## config.mk

```make
export PLATFORM = sky130hd
export DESIGN_NAME = cdc_toggle_sender
export DESIGN_NICKNAME = d
export VERILOG_FILES = /design/src/rtl/cdc_toggle_sender.sv
export SDC_FILE = /design/constraint.sdc
export NUM_CORES = 1
export LEC_CHECK = 0
export ABC_AREA = 1
export CAP_MARGIN = 30
export CELL_PAD_IN_SITES_DETAIL_PLACEMENT = 1
export CELL_PAD_IN_SITES_GLOBAL_PLACEMENT = 2
export CORE_MARGIN = 10
export CORE_UTILIZATION = 28
export CTS_CLUSTER_SIZE = 25
export DETAILED_ROUTE_END_ITERATION = 8
export GPL_ROUTABILITY_DRIVEN = 0
export PLACE_DENSITY = 0.78
export REMOVE_ABC_BUFFERS = 1
export SYNTH_ARGS = -nofsm -noshare
export SYNTH_HDL_FRONTEND = slang
export SYNTH_SLANG_ARGS = --single-unit
```

## constraint.sdc

```tcl
create_clock -name clk_i -period 1.4 [get_ports clk_i]
set_input_delay 0.28 -clock clk_i [delete_from_list [all_inputs] [get_ports clk_i]]
set_output_delay 0.28 -clock clk_i [all_outputs]
set_load 0.02 [all_outputs]
```

## src/rtl/cdc_toggle_sender.sv

```systemverilog
// ---------------------------------------------------------------------------
// cdc_toggle_sender
//
// Source-domain half of a two-phase (toggle) clock-domain-crossing handshake.
// Words arrive on a valid/ready stream and are held in a two-entry in-order
// buffer. Each word is launched by loading it into req_data_o and inverting
// req_toggle_o. The sender then waits until the far side answers by
// inverting ack_toggle_i. Only after that does it launch the next word.
//
// Parameters
//   DATA_WIDTH   width of the transferred words
//   SYNC_STAGES  synchronizer depth on ack_toggle_i (must be >= 2)
//
// Ports
//   clk_i         source-domain clock
//   rst_i         synchronous active-high reset
//   s_valid_i     upstream word valid
//   s_data_i      upstream word
//   s_ready_o     buffer can accept a word (held low during reset)
//   req_toggle_o  request level; every transition announces a new word
//   req_data_o    launched word, held stable until the ack is seen
//   ack_toggle_i  acknowledge level from the destination domain (async)
//   busy_o        a word is buffered or in flight
//   xfer_count_o  completed transfers, wraps at 16 bits
//   proto_err_o   sticky: an ack edge arrived with nothing in flight
// ---------------------------------------------------------------------------
module cdc_toggle_sender #(
    parameter int unsigned DATA_WIDTH  = 8,
    parameter int unsigned SYNC_STAGES = 2
) (
    input  logic                  clk_i,
    input  logic                  rst_i,
    input  logic                  s_valid_i,
    input  logic [DATA_WIDTH-1:0] s_data_i,
    output logic                  s_ready_o,
    output logic                  req_toggle_o,
    output logic [DATA_WIDTH-1:0] req_data_o,
    input  logic                  ack_toggle_i,
    output logic                  busy_o,
    output logic [15:0]           xfer_count_o,
    output logic                  proto_err_o
);

    typedef enum logic {
        ST_IDLE     = 1'b0,
        ST_WAIT_ACK = 1'b1
    } state_t;

    // -----------------------------------------------------------------------
    // Two-entry buffer
    // -----------------------------------------------------------------------
    logic [DATA_WIDTH-1:0] fifo_mem_q [2];
    logic                  wr_ptr_q;
    logic                  rd_ptr_q;
    logic [1:0]            count_q;
    logic [1:0]            count_d;
    logic                  push;
    logic                  pop;

    // -----------------------------------------------------------------------
    // Handshake state
    // -----------------------------------------------------------------------
    state_t                state_q;
    logic                  req_toggle_q;
    logic [DATA_WIDTH-1:0] req_data_q;
    logic [15:0]           xfer_count_q;
    logic                  proto_err_q;

    // Acknowledge synchronizer: stage 0 captures the asynchronous level, the
    // extra flop past SYNC_STAGES holds the previous synchronized value so an
    // edge can be detected.
    logic [SYNC_STAGES:0]  ack_sync_q;
    logic                  ack_pulse;

    // Ready depends only on the registered occupancy (and reset), so there is
    // no combinational path from s_valid_i back to s_ready_o.
    assign s_ready_o = !rst_i && (count_q != 2'd2);
    assign push      = s_valid_i && s_ready_o;
    assign pop       = (state_q == ST_IDLE) && (count_q != 2'd0);

    always_comb begin
        count_d = count_q;
        case ({push, pop})
            2'b10:   count_d = count_q + 2'd1;
            2'b01:   count_d = count_q - 2'd1;
            default: count_d = count_q;   // none, or push+pop with count 1
        endcase
    end

    // Storage has no reset: contents are only ever read behind the count.
    always_ff @(posedge clk_i) begin
        if (push) begin
            fifo_mem_q[wr_ptr_q] <= s_data_i;
        end
    end

    always_ff @(posedge clk_i) begin
        if (rst_i) begin
            wr_ptr_q <= 1'b0;
            rd_ptr_q <= 1'b0;
            count_q  <= 2'd0;
        end else begin
            if (push) begin
                wr_ptr_q <= ~wr_ptr_q;
            end
            if (pop) begin
                rd_ptr_q <= ~rd_ptr_q;
            end
            count_q <= count_d;
        end
    end

    // -----------------------------------------------------------------------
    // Ack synchronizer chain
    // -----------------------------------------------------------------------
    always_ff @(posedge clk_i) begin
        if (rst_i) begin
            ack_sync_q[0] <= 1'b0;
        end else begin
            ack_sync_q[0] <= ack_toggle_i;
        end
    end

    for (genvar gi = 1; gi <= SYNC_STAGES; gi++) begin : g_ack_sync
        always_ff @(posedge clk_i) begin
            if (rst_i) begin
                ack_sync_q[gi] <= 1'b0;
            end else begin
                ack_sync_q[gi] <= ack_sync_q[gi-1];
            end
        end
    end

    // One-cycle pulse per acknowledge transition, either direction.
    assign ack_pulse = ack_sync_q[SYNC_STAGES] ^ ack_sync_q[SYNC_STAGES-1];

    // -----------------------------------------------------------------------
    // Launch / wait-for-ack FSM with registered outputs
    // -----------------------------------------------------------------------
    always_ff @(posedge clk_i) begin
        if (rst_i) begin
            state_q      <= ST_IDLE;
            req_toggle_q <= 1'b0;
            req_data_q   <= '0;
            xfer_count_q <= 16'd0;
            proto_err_q  <= 1'b0;
        end else begin
            // An ack edge with nothing outstanding means the two halves have
            // lost step; flag it and otherwise ignore the edge.
            if (ack_pulse && (state_q == ST_IDLE)) begin
                proto_err_q <= 1'b1;
            end

            case (state_q)
                ST_IDLE: begin
                    if (count_q != 2'd0) begin
                        req_data_q   <= fifo_mem_q[rd_ptr_q];
                        req_toggle_q <= ~req_toggle_q;
                        state_q      <= ST_WAIT_ACK;
                    end
                end
                ST_WAIT_ACK: begin
                    if (ack_pulse) begin
                        xfer_count_q <= xfer_count_q + 16'd1;
                        state_q      <= ST_IDLE;
                    end
                end
                default: begin
                    state_q <= ST_IDLE;
                end
            endcase
        end
    end

    assign req_toggle_o = req_toggle_q;
    assign req_data_o   = req_data_q;
    assign xfer_count_o = xfer_count_q;
    assign proto_err_o  = proto_err_q;
    assign busy_o       = (state_q == ST_WAIT_ACK) || (count_q != 2'd0);

endmodule

```

# --- After elaboration in Yosys (flattened, before gate mapping) ---
# Memories as Yosys holds them, arrays and structs flattened. A register that Yosys moved wholly into a read port is not among the register bits.
# Cells that the tools add are included.
op_classes:
  eq_ne: 3
  n_div: 0
  mux: 6
  shift: 0
  n_lt_le_gt_ge: 0
  reduce_logical: 10
  n_addsub: 3
  bitwise: 5
  n_mul: 0
op_table:
  columns: ["operator", "count"]
  rows:
  - ["16-bit by 1-bit adder with 16-bit output (second input constant)", 1]
  - ["1-bit logical AND", 4]
  - ["1-bit two-way mux", 4]
  - ["1-bit NOT", 4]
  - ["2-bit one-hot mux with 2 select lines", 1]
  - ["2-bit AND reduction", 2]
  - ["2-bit nonzero test", 2]
  - ["2-bit by 1-bit adder with 2-bit output (second input constant)", 1]
  - ["2-bit by 1-bit equality test with 1-bit output (second input constant)", 1]
  - ["2-bit equality test (second input constant)", 1]
  - ["2-bit inequality test (second input constant)", 1]
  - ["1-bit one-hot mux with 2 select lines", 1]
  - ["2-bit by 1-bit subtractor with 2-bit output (second input constant)", 1]
  - ["1-bit logical NOT", 1]
  - ["1-bit logical OR", 1]
  - ["1-bit bitwise XOR", 1]
totals:
  in_bits: 12
  wordCells: 38
  out_inout_bits: 28
  memories: 1
  rom_bits: 0
  ram_bits: 16
  reg_bits: 26
  latchBits: 0
memory_table:
  columns: ["memory", "words", "word_bits", "rd", "rd_ports_with_merged_regs", "wr", "line", "rtl"]
  rows:
  - ["fifo_mem_q", 2, 8, 1, 1, 1, "52", "logic [DATA_WIDTH-1:0] fifo_mem_q [2];"]

# --- Depth between registers and ports, before layout ---
# Gate-level depths: netlist of the first run.
logic_depth:
  word_depth: 5
  ltp_mapped: 9
  mapped_depth_nobuf: 8

# --- Worst setup path before layout of the first run ---
# No wires, ideal clock.
synth_path:
  path_kind: "register to register"
  from: "reg count_q[0]"
  to: "mem fifo_mem_q[0][0], enable pin"
  period_less_slack_ps: 1646
  slack_ps: -246
  setup_time_ps: 370
  path_buffers: 0
  required_ps: 1030
  stages_incl_launch_ff: 5
  arrival_time_ps: 1276
  path_cell_list: "dfxtp_1 inv_2 a21oi_2 nand2_1 nor2_1"
synth_between:
  elab_chain_cells: 5
synth_lines:
  columns: ["element", "line", "rtl"]
  rows:
  - ["start: declaration", "55", "logic [1:0] count_q;"]
  - ["start signal: assignment", "109", "count_q <= count_d;"]
  - ["2-bit inequality test", "77", "assign s_ready_o = !rst_i && (count_q != 2'd2);"]
  - ["1-bit logical AND", "77", null]
  - ["via s_ready_o", "35", "output logic s_ready_o,"]
  - ["1-bit logical AND", "78", "assign push = s_valid_i && s_ready_o;"]
  - ["1-bit two-way mux", "92", "if (push) begin"]
  - ["1-bit two-way mux (not written as such)", "93", "fifo_mem_q[wr_ptr_q] <= s_data_i;"]
  - ["end: declaration", "52", null]
# The timed path passes the listed nets, and every way through them passes these cells.

# --- Worst setup path after layout of the first run ---
layout_path:
  from: "reg count_q[0]"
  to: "reg count_q[1]"
layout_between:
  elab_chain_cells: 5
  elab_cells_between_ends: 11
  classes_between: "add/sub: 2; eq/ne: 3; mux: 1; reduce/logical: 5"
layout_lines:
  columns: ["element", "line", "rtl"]
  rows:
  - ["2-bit inequality test", "77", null]
  - ["1-bit logical AND", "77", null]
  - ["1-bit logical AND", "78", null]
  - ["2-bit by 1-bit equality test with 1-bit output or 2-bit equality test (tied branches)", "83", "case ({push, pop})"]
  - ["2-bit one-hot mux with 2 select lines or 2-bit nonzero test (tied branches)", null, null]
# Several ways; a longest one is shown, not always the timed one.
# A chain may end at the register's enable or synchronous reset.

==> results of run 1 <==
==> area by class of cell <==
type | instances | area, sq um
Fill cell | 871 | 4340
Clock inverter | 3 | 47.5
Clock buffer | 5 | 68.8
Tap cell | 99 | 124
Timing Repair Buffer | 69 | 601
Sequential cell | 50 | 1170
Inverter | 21 | 91.3
Multi-Input combinational cell | 165 | 892
==> routing by layer <==
layer,vias up,global-route usage,part of all wire
li1,932,-,-
met1,838,0.106,0.45
met2,22,0.156,0.50
met3,2,0.0251,0.036
met4,0,0.0344,0.010
met5,-,0,0
==> critical path, stage by stage, from the launching register on <==
cell	delay [ns]
dfxtp_2	0.36
buf_6	0.11
inv_4	0.04
buf_6	0.11
a21oi_4	0.17
ha_4	0.22
inv_4	0.05
nand3b_1	0.09
o21ai_1	0.14
a21oi_1	0.05
==> cell usage after synthesis (2+ instances only) <==
master,count
nand2_1,58
buf_2,2
nor3_1,3
inv_2,3
o21ai_0,7
inv_1,17
nor2_1,40
nand3_1,18
a21oi_2,4
nor2_4,3
dfxtp_1,34
nand3_2,2
o211a_1,8
clkbuf_1,2
edfxtp_1,16
a21oi_1,11
and2_1,3
ha_1,2
==> path summary, 6_finish.rpt <==
| kind | cells past startpoint | end | slack [ns] | from |
|---|---|---|---|---|
| max | 9 | count_q[1] | -0.03 | count_q[0] |
| min reg2reg | 2 | ack_sync_q[1] | 0.41 | ack_sync_q[0] |
| min | 2 | ack_sync_q[1] | 0.41 | ack_sync_q[0] |
| max reg2reg | 9 | count_q[1] | -0.03 | count_q[0] |
==> where the power goes <==
part           switching, mW  internal (mW)
sequential             0.123           1.72
clock                  0.508          0.546
combinational          0.871          0.707
==> kinds of logic (layout without fill, tap and decap cells) <==
group	count (synthesis)	after routing	synth area share
buf+inv	28	98	0.0666
simple gates	131	131	0.278
fa+ha+maj	2	2	0.0117
flops	50	50	0.542
compound gates	32	32	0.102
==> repair_timing <==
action                     in CTS  in global routing
cloned                          0                  0
setup endpoints to repair      41                 39
resized for setup              42                 22
pin swaps                       4                  8
setup buffers                   1                  4
==> registers in the layout, indices dropped and copies added (netlist names) <==
register / count
fifo_mem_q: 16
xfer_count_o: 16
req_data_o: 8
ack_sync_q: 3
count_q: 2
proto_err_o: 1
rd_ptr_q: 1
req_toggle_o: 1
state_q: 1
wr_ptr_q: 1
==> reports/results.ini, run 1 <==
[status]
outcome=complete, but fails checks
failed_checks=setup timing

[grt]
grt_pass1_vias=1820
grt_max_degree=21
grt_overflow=0
antenna_found_initial=0
grt_use_total=0.0913
grt_pass1_wl_um=8560

[drt]
dr.pass1.iters=4
drtIter0Drc=42
drt_wl_total_um=5300
num_vias=1794
drcViolationCount=0
wire_per_inst_um=12.9
viasPerCell=4.35
antenna_left=0

[synthesis]
netlist_instances=243
yosysWarnings=0
synth_top_area_frac=0.318
async_reset_ff_frac=0
synth_seq_area_share=0.542
synth_edf_count=16
synth_area_leaders=dfxtp_1 32%, edfxtp_1 22%, nand2_1 10%
syn_area_per_cell_sq_um=8.82
syn_area_sq_um=2140
yosys.cell_types.count=28
synth_seq_cells=50
synth_flop_cell=dfxtp_1
yosysTopAreaCell=dfxtp_1

[power]
power_density_nw_per_um2=1490
total_power_mw=4.47
power.leakage_nw=1.31
irDropWorstVdd_mv=1.02

[clock_network]
cts.sinks=50
clk_path_buf_depth=2
cts_htree_levels=2
clk_latency_ns=0.30
path_clk_slew_ns=0.10
cts_tree=built
postCtsHoldBufs=0
cts_root_buf=clkbuf_8
cts_made_buffers=5

[sta]
post-route-period-util=1.02
slew_headroom=0.835
worst_clock_skew_ns=0.00890
setup_viol=1
max_freq_ghz=0.697
finalMaxSlewViolations=0
hold_slack_ns=0.410
rsz0062_at_grt=true
finalCriticalPeriod_ns=1.43
setup_tns_ns=-0.0345
setup_ws_ns=-0.0345
hold_viol=0
worst_slew_pin_slew_ns=0.247

[die]
die-area_sq_um=11600
start_util=0.292
core_sq_um=7330
chipWidth_um=107
die_h_um=107
core.rowCount=31
ios=40

[worst_setup_path]
arrival_ns=1.63
path_class=register to register
cp-end-kind=register
worst_ep_required_time_ns=1.60
crit_fanout=3
crit_path_start_kind=register

[finish]
syn_to_final_growth_pct=39.7
final_cell_area_sq_um=2990
layout_commonest_cell=nand2_1
layout_common_cells=57 x nand2_1, 37 x nor2_1, 29 x dfxtp_1
nNetsFinal=326
drive_above_1_share=0.224
fin_cells=412
fin_util=0.408
n_antenna_cell=0

[placement]
dp_cells=399
pre_cts_slack_ns=-0.367
dpl.hpwl_um=4010
place_area_sq_um=2790
io_buffers=39

[job]
maxCapViolations=0

[hold_path]
hold_class=register to register

No activity file was read; power rests on OpenSTA's default activity.
==> run 2, diff against run 1 <==
- clock period: 1.4 -> 1.2 ns (I/O delays scaled with it)
==> run 2 against run 1 <==
Compared with the run above: the flow still finishes with violations (setup timing); via count rose by 4.8%; final cell count rose by 3.6%; sequential power rose by 18%; clock power rose by 19%; clock skew fell by 0.0037 ns; non-clock buffer count rose by 15; sequential share of layout area fell by 1.9 points; count of clock-buffer cells in the layout did not move; die area did not move; combinational power rose by 33%; worst setup slack got worse by 0.13 ns; power rose by 23%; critical path type unchanged.
==> reports/results.ini, run 2 (same netlist as run 1, synthesis figures left out) <==
[status]
outcome=complete, but fails checks
failed_checks=setup timing

[drt]
drt_wl_total_um=5560  ; +4.8%
drtIter0Drc=39  ; -7.1%
antenna_left=0  ; unchanged
drcViolationCount=0  ; unchanged
num_vias=1881  ; +4.8%
dr.pass1.iters=4  ; unchanged
viasPerCell=4.41  ; +1.2%
wire_per_inst_um=13.0  ; +1.1%

[worst_setup_path]
cp_slowest_cell=dfxtp_4
crit_path_frequent_cell=inv_4
max_stage_delay_ns=0.39  ; +0.03 ns
r2r_end=count_q[1]
crit_fanout=3  ; unchanged
cpLargestDelayFamily=flip-flops
worst-r2r-setup-slack_ns=-0.16  ; -0.13 ns
cp_cell_sequence=inv_4 > buf_6 > a21oi_4 > ha_4 > inv_4 > nand3b_1 > o21ai_1 > a21oi_1
r2r-start=count_q[0]
path_class=register to register
cp-end-kind=register
crit_path_start_kind=register
reg2regPathDepth=8  ; -1
crit_buf_inv=3  ; -1
worst_ep_required_time_ns=1.40  ; -0.20 ns
arrival_ns=1.56  ; -0.07 ns

[grt]
grt_overflow=0  ; unchanged
grt_pass1_vias=1963  ; +7.9%
grt_max_degree=21  ; unchanged
antenna_found_initial=0  ; unchanged
grt_pass1_wl_um=9030  ; +5.5%
grt-busiest-layer=met2
grtUsageMet1=0.111  ; +0.00506
gr-usage-met3=0.0216  ; -0.00359
use_met2=0.165  ; +0.00867
grt_use_total=0.0957  ; +0.00438

[finish]
n_antenna_cell=0  ; unchanged
multi_input_area_sq_um=975  ; +9.3%
fin_util=0.432  ; +0.0237
final_cell_area_sq_um=3170  ; +5.8%
layout_common_cells=54 x nand2_1, 37 x buf_4, 32 x nor2_1
drive_above_1_share=0.405  ; +0.182
nNetsFinal=341  ; +4.6%
seqCellArea_sq_um=1180  ; +0.64%
syn_to_final_growth_pct=47.8
nFillCells=828  ; -4.9%
layout_commonest_cell=nand2_1

[die]
start_util=0.292  ; unchanged
chipWidth_um=107  ; unchanged
core.rowCount=31  ; unchanged
core_sq_um=7330  ; unchanged
die-area_sq_um=11600  ; unchanged
die_h_um=107  ; unchanged
ios=40  ; unchanged

[sta]
post-route-period-util=1.13  ; +0.109
setup_ws_ns=-0.161  ; -0.126 ns
finalMaxSlewViolations=0  ; unchanged
finalCriticalPeriod_ns=1.36  ; -0.0739 ns
setup_viol=38  ; +37
slew_headroom=0.816  ; -0.0189
max_freq_ghz=0.735  ; +5.4%
worst_slew_pin_slew_ns=0.276  ; +0.0286 ns
hold_viol=0  ; unchanged
rsz0062_at_grt=true
worst_clock_skew_ns=0.00519  ; -0.00371 ns

[clock_network]
cts_made_buffers=5  ; unchanged
cts_tree=built
cts_root_buf=clkbuf_8
clk_path_buf_depth=2  ; unchanged
path_clk_slew_ns=0.10  ; about the same
clk_latency_ns=0.31  ; about the same
postCtsHoldBufs=0  ; unchanged
cts.sinks=50  ; unchanged
cts_htree_levels=2  ; unchanged

[power]
irDropWorstVdd_mv=1.07  ; +5.2%
switching_share=0.337  ; +0.000517
p_sw_mw=1.86  ; +24%
combPwrFrac=0.380  ; +0.027
total_power_mw=5.52  ; +23%
power_density_nw_per_um2=1740  ; +17%
seqPwrFrac=0.393  ; -0.018
power.leakage_nw=1.33  ; +1.6%
p_int_mw=3.66  ; +23%
clock_power_share=0.227  ; -0.009

[hold_path]
hold_start=ack_sync_q[0]
worstHoldPathCells=2  ; unchanged
hold_class=register to register
whs_endpoint=ack_sync_q[1]

[placement]
dpl.hpwl_um=4110  ; +2.5%
io_buffers=39  ; unchanged
place_area_sq_um=2910  ; +4.3%

[job]
maxCapViolations=0  ; unchanged

==> run 2: changes by cell type in the layout (fill, tap and decap cells not counted), sizes merged <==
cell	previous run	this run
buf	31	66
dlygate4sd2	23	0
clkdlybuf4s15	1	6
clkbuf	8	6
==> run 2: power groups by stage <==
stage | clock, mW | sequential (mW) | combinational, mW
4_1_cts | 1.31 | 2.16 | 1.82
6_report | 1.25 | 2.17 | 2.10
3_3_place_gp | 0 | 2.17 | 1.76
2_1_floorplan | 0 | 2.37 | 0.676
5_1_grt | 1.37 | 2.21 | 2.30
3_5_place_dp | 0 | 2.17 | 1.80
==> run 2: tightest hold or removal path: cells and delay by family, from the launching register on <==
family        cells  cell delay [ns]
flops             1             0.31
simple gates      1             0.03
buf+inv           1             0.05
==> run 2: per-stage QoR <==
step	hold WS (ns)	TNS [ns]	worst slack, ns	instances
after floorplan	0.309	-10.33	-0.543	236
after global placement	0.393	-13.56	-0.492	415
after detailed placement	0.413	-14.52	-0.532	415
after CTS	0.420	-3.46	-0.211	424
after global routing	0.434	-6.25	-0.255	427
final	0.414	-2.77	-0.161	427
==> run 2: worst max path at each step <==
stage	to	start	slack, ns	cells after the start
floorplan	count_q[1]	count_q[0]	-0.54	7
global placement	count_q[1]	rst_i	-0.49	8
detailed placement	count_q[1]	rst_i	-0.53	8
CTS	count_q[1]	count_q[0]	-0.21	8
global route	busy_o	count_q[0]	-0.26	3
finish	count_q[1]	count_q[0]	-0.16	8
==> run 2: what timing repair did <==
item,4_1_cts,5_1_grt
setup buffers,1,2
resized for setup,129,41
endpoints found under the setup margin,69,59
pin swaps,10,9
cloned,0,1
==> run 2: cell type report <==
class                      instances  area share
sequential                        50       0.372
multi-input combinational        165       0.308
timing repair buffer              84       0.216
tap                               99      0.0391
inverter                          21      0.0288
clock buffer                       5      0.0217
clock inverter                     3      0.0150
==> run 2: routing by layer <==
metal / part of all wire / vias to the layer above / wire length, um
li1: - / 961 / -
met1: 0.46 / 891 / 2550
met2: 0.50 / 23 / 2770
met3: 0.024 / 6 / 136
met4: 0.017 / 0 / 92
met5: 0 / - / 0
==> run 3, diff against run 2 <==
- HOLD_SLACK_MARGIN: not set -> 0.03
- PLACE_DENSITY: 0.78 -> 0.75
==> run 3 against run 2 <==
Compared with the run above: the run still ends with setup timing left; sequential share of layout area down 1.8 points; maximum frequency down 2.1%; critical path depth unchanged; non-clock buffer count up 11; critical endpoint unchanged; highest routed layer unchanged.
==> reports/results.ini, run 3 (same netlist as run 1, synthesis figures left out) <==
[placement]
dpl.hpwl_um=4060  ; -1.1%
io_buffers=39  ; unchanged

[power]
switching_share=0.343  ; +0.00690
p_int_mw=3.62  ; -1.2%
clock_power_share=0.174  ; -0.053
p_sw_mw=1.89  ; +1.9%
combPwrFrac=0.432  ; +0.052
irDropWorstVdd_mv=1.57  ; +47%
power.leakage_nw=1.43  ; +7.4%
power_density_nw_per_um2=1640  ; -5.7%
seqPwrFrac=0.393  ; about the same

[clock_network]
cts.sinks=50  ; unchanged
cts_htree_levels=2  ; unchanged
clk_path_buf_depth=2  ; unchanged
cts_tree=built
clk_latency_ns=0.30  ; about the same
path_clk_slew_ns=0.09  ; about the same
postCtsHoldBufs=0  ; unchanged
cts_root_buf=clkbuf_8
cts_made_buffers=5  ; unchanged

[sta]
rsz0062_at_grt=true
hold_viol=0  ; unchanged
hold_slack_ns=0.403  ; -0.0116 ns
worst_slew_pin_slew_ns=0.245  ; -0.0308 ns
finalMaxSlewViolations=0  ; unchanged
slew_headroom=0.836  ; +0.0204
setup_ws_ns=-0.190  ; -0.0293 ns
post-route-period-util=1.16  ; +0.0244
setup_viol=33  ; -13%
worst_clock_skew_ns=0.00438  ; -0.000808 ns
max_freq_ghz=0.719  ; -2.1%
finalCriticalPeriod_ns=1.39  ; +0.0293 ns

[worst_setup_path]
max_stage_delay_ns=0.36  ; -0.03 ns
cp_cell_sequence=inv_2 > buf_6 > a21oi_4 > ha_4 > nor2_1 > nand3b_1 > o21ai_1 > a21oi_1
crit_fanout=3  ; unchanged
arrival_ns=1.59  ; +0.03 ns
cp-end-kind=register
path_class=register to register
worst_ep_required_time_ns=1.40  ; about the same
cp_slowest_cell=dfxtp_2
crit_path_start_kind=register

[finish]
syn_to_final_growth_pct=56.6
nNetsFinal=352  ; +3.2%
layout_common_cells=47 x nand2_1, 42 x buf_4, 31 x nor2_1
fin_util=0.458  ; +0.0256
n_antenna_cell=0  ; unchanged
layout_commonest_cell=nand2_1
drive_above_1_share=0.470  ; +0.0649

[die]
core_sq_um=7330  ; unchanged
ios=40  ; unchanged
chipWidth_um=107  ; unchanged
start_util=0.292  ; unchanged
die_h_um=107  ; unchanged
core.rowCount=31  ; unchanged
die-area_sq_um=11600  ; unchanged

[drt]
drcViolationCount=0  ; unchanged
drtIter0Drc=37  ; -5.1%
dr.pass1.iters=4  ; unchanged
antenna_left=0  ; unchanged
viasPerCell=4.38  ; -0.47%
num_vias=1916  ; +1.9%
wire_per_inst_um=13.8  ; +6.2%
drt_wl_total_um=6040  ; +8.7%

[job]
maxCapViolations=0  ; unchanged

[grt]
grt_pass1_wl_um=9040  ; about the same
grt_use_total=0.0958  ; about the same
grt_overflow=0  ; unchanged
grt_pass1_vias=1959  ; -0.20%
antenna_found_initial=0  ; unchanged
grt_max_degree=21  ; unchanged

[hold_path]
hold_class=register to register

[status]
outcome=complete, but fails checks
failed_checks=setup timing

run 3: power by group through the flow:
stage               sequential, mW  combinational (mW)  clock, mW
finish                        2.17                2.38      0.960
global route                  2.20                2.60       1.08
floorplan                     2.37               0.676          0
detailed placement            2.17                1.75          0
global placement              2.17                1.72          0
CTS                           2.15                1.72       1.01
run 3: through the flow:
stage | instances | area (sq um) | TNS (ns) | power, mW | setup WS, ns
floorplan | 236 | 2090 | -10.33 | 3.05 | -0.543
global placement | 416 | 2930 | -13.27 | 3.88 | -0.500
detailed placement | 416 | 2930 | -14.54 | 3.92 | -0.545
CTS | 427 | 3160 | -3.67 | 4.88 | -0.184
global route | 437 | 3360 | -5.27 | 5.88 | -0.263
finish | 437 | 3360 | -3.20 | 5.51 | -0.190
run 3: final timing paths:
kind | end | startpoint | slack [ns] | cells after the start
setup / recovery | count_q[1] | count_q[0] | -0.19 | 8
hold / removal | ack_sync_q[1] | ack_sync_q[0] | 0.40 | 2
setup reg to reg | count_q[1] | count_q[0] | -0.19 | 8
hold reg to reg | ack_sync_q[1] | ack_sync_q[0] | 0.40 | 2
run 3: repair_timing:
item                                   4_1_cts  5_1_grt
setup endpoints to repair                   71       56
gates cloned                                 0        2
endpoints found under the hold margin        0        0
buffers inserted                             4        8
resized for setup                          135       58
pin swaps                                   19       24
run 3: critical path, delay by kind of cell (launching register included):
| family | cells | cell delay (ns) |
|---|---|---|
| compound gates | 3 | 0.38 |
| fa+ha+maj | 1 | 0.16 |
| buf+inv | 2 | 0.17 |
| simple gates | 2 | 0.22 |
| flops | 1 | 0.36 |
run 3: cell type report:
class / count / area, sq um
fill: 862 / 3980
sequential: 50 / 1190
multi-input combinational: 165 / 1040
timing repair buffer: 95 / 832
tap: 99 / 124
inverter: 21 / 91.3
clock buffer: 5 / 68.8
clock inverter: 2 / 15.0
run 3: per-layer routing:
layer | global-route usage | vias up | part of all wire
li1 | - | 980 | -
met1 | 0.107 | 908 | 0.43
met2 | 0.168 | 24 | 0.52
met3 | 0.0299 | 4 | 0.038
met4 | 0.0315 | 0 | 0.011
met5 | 0 | - | 0
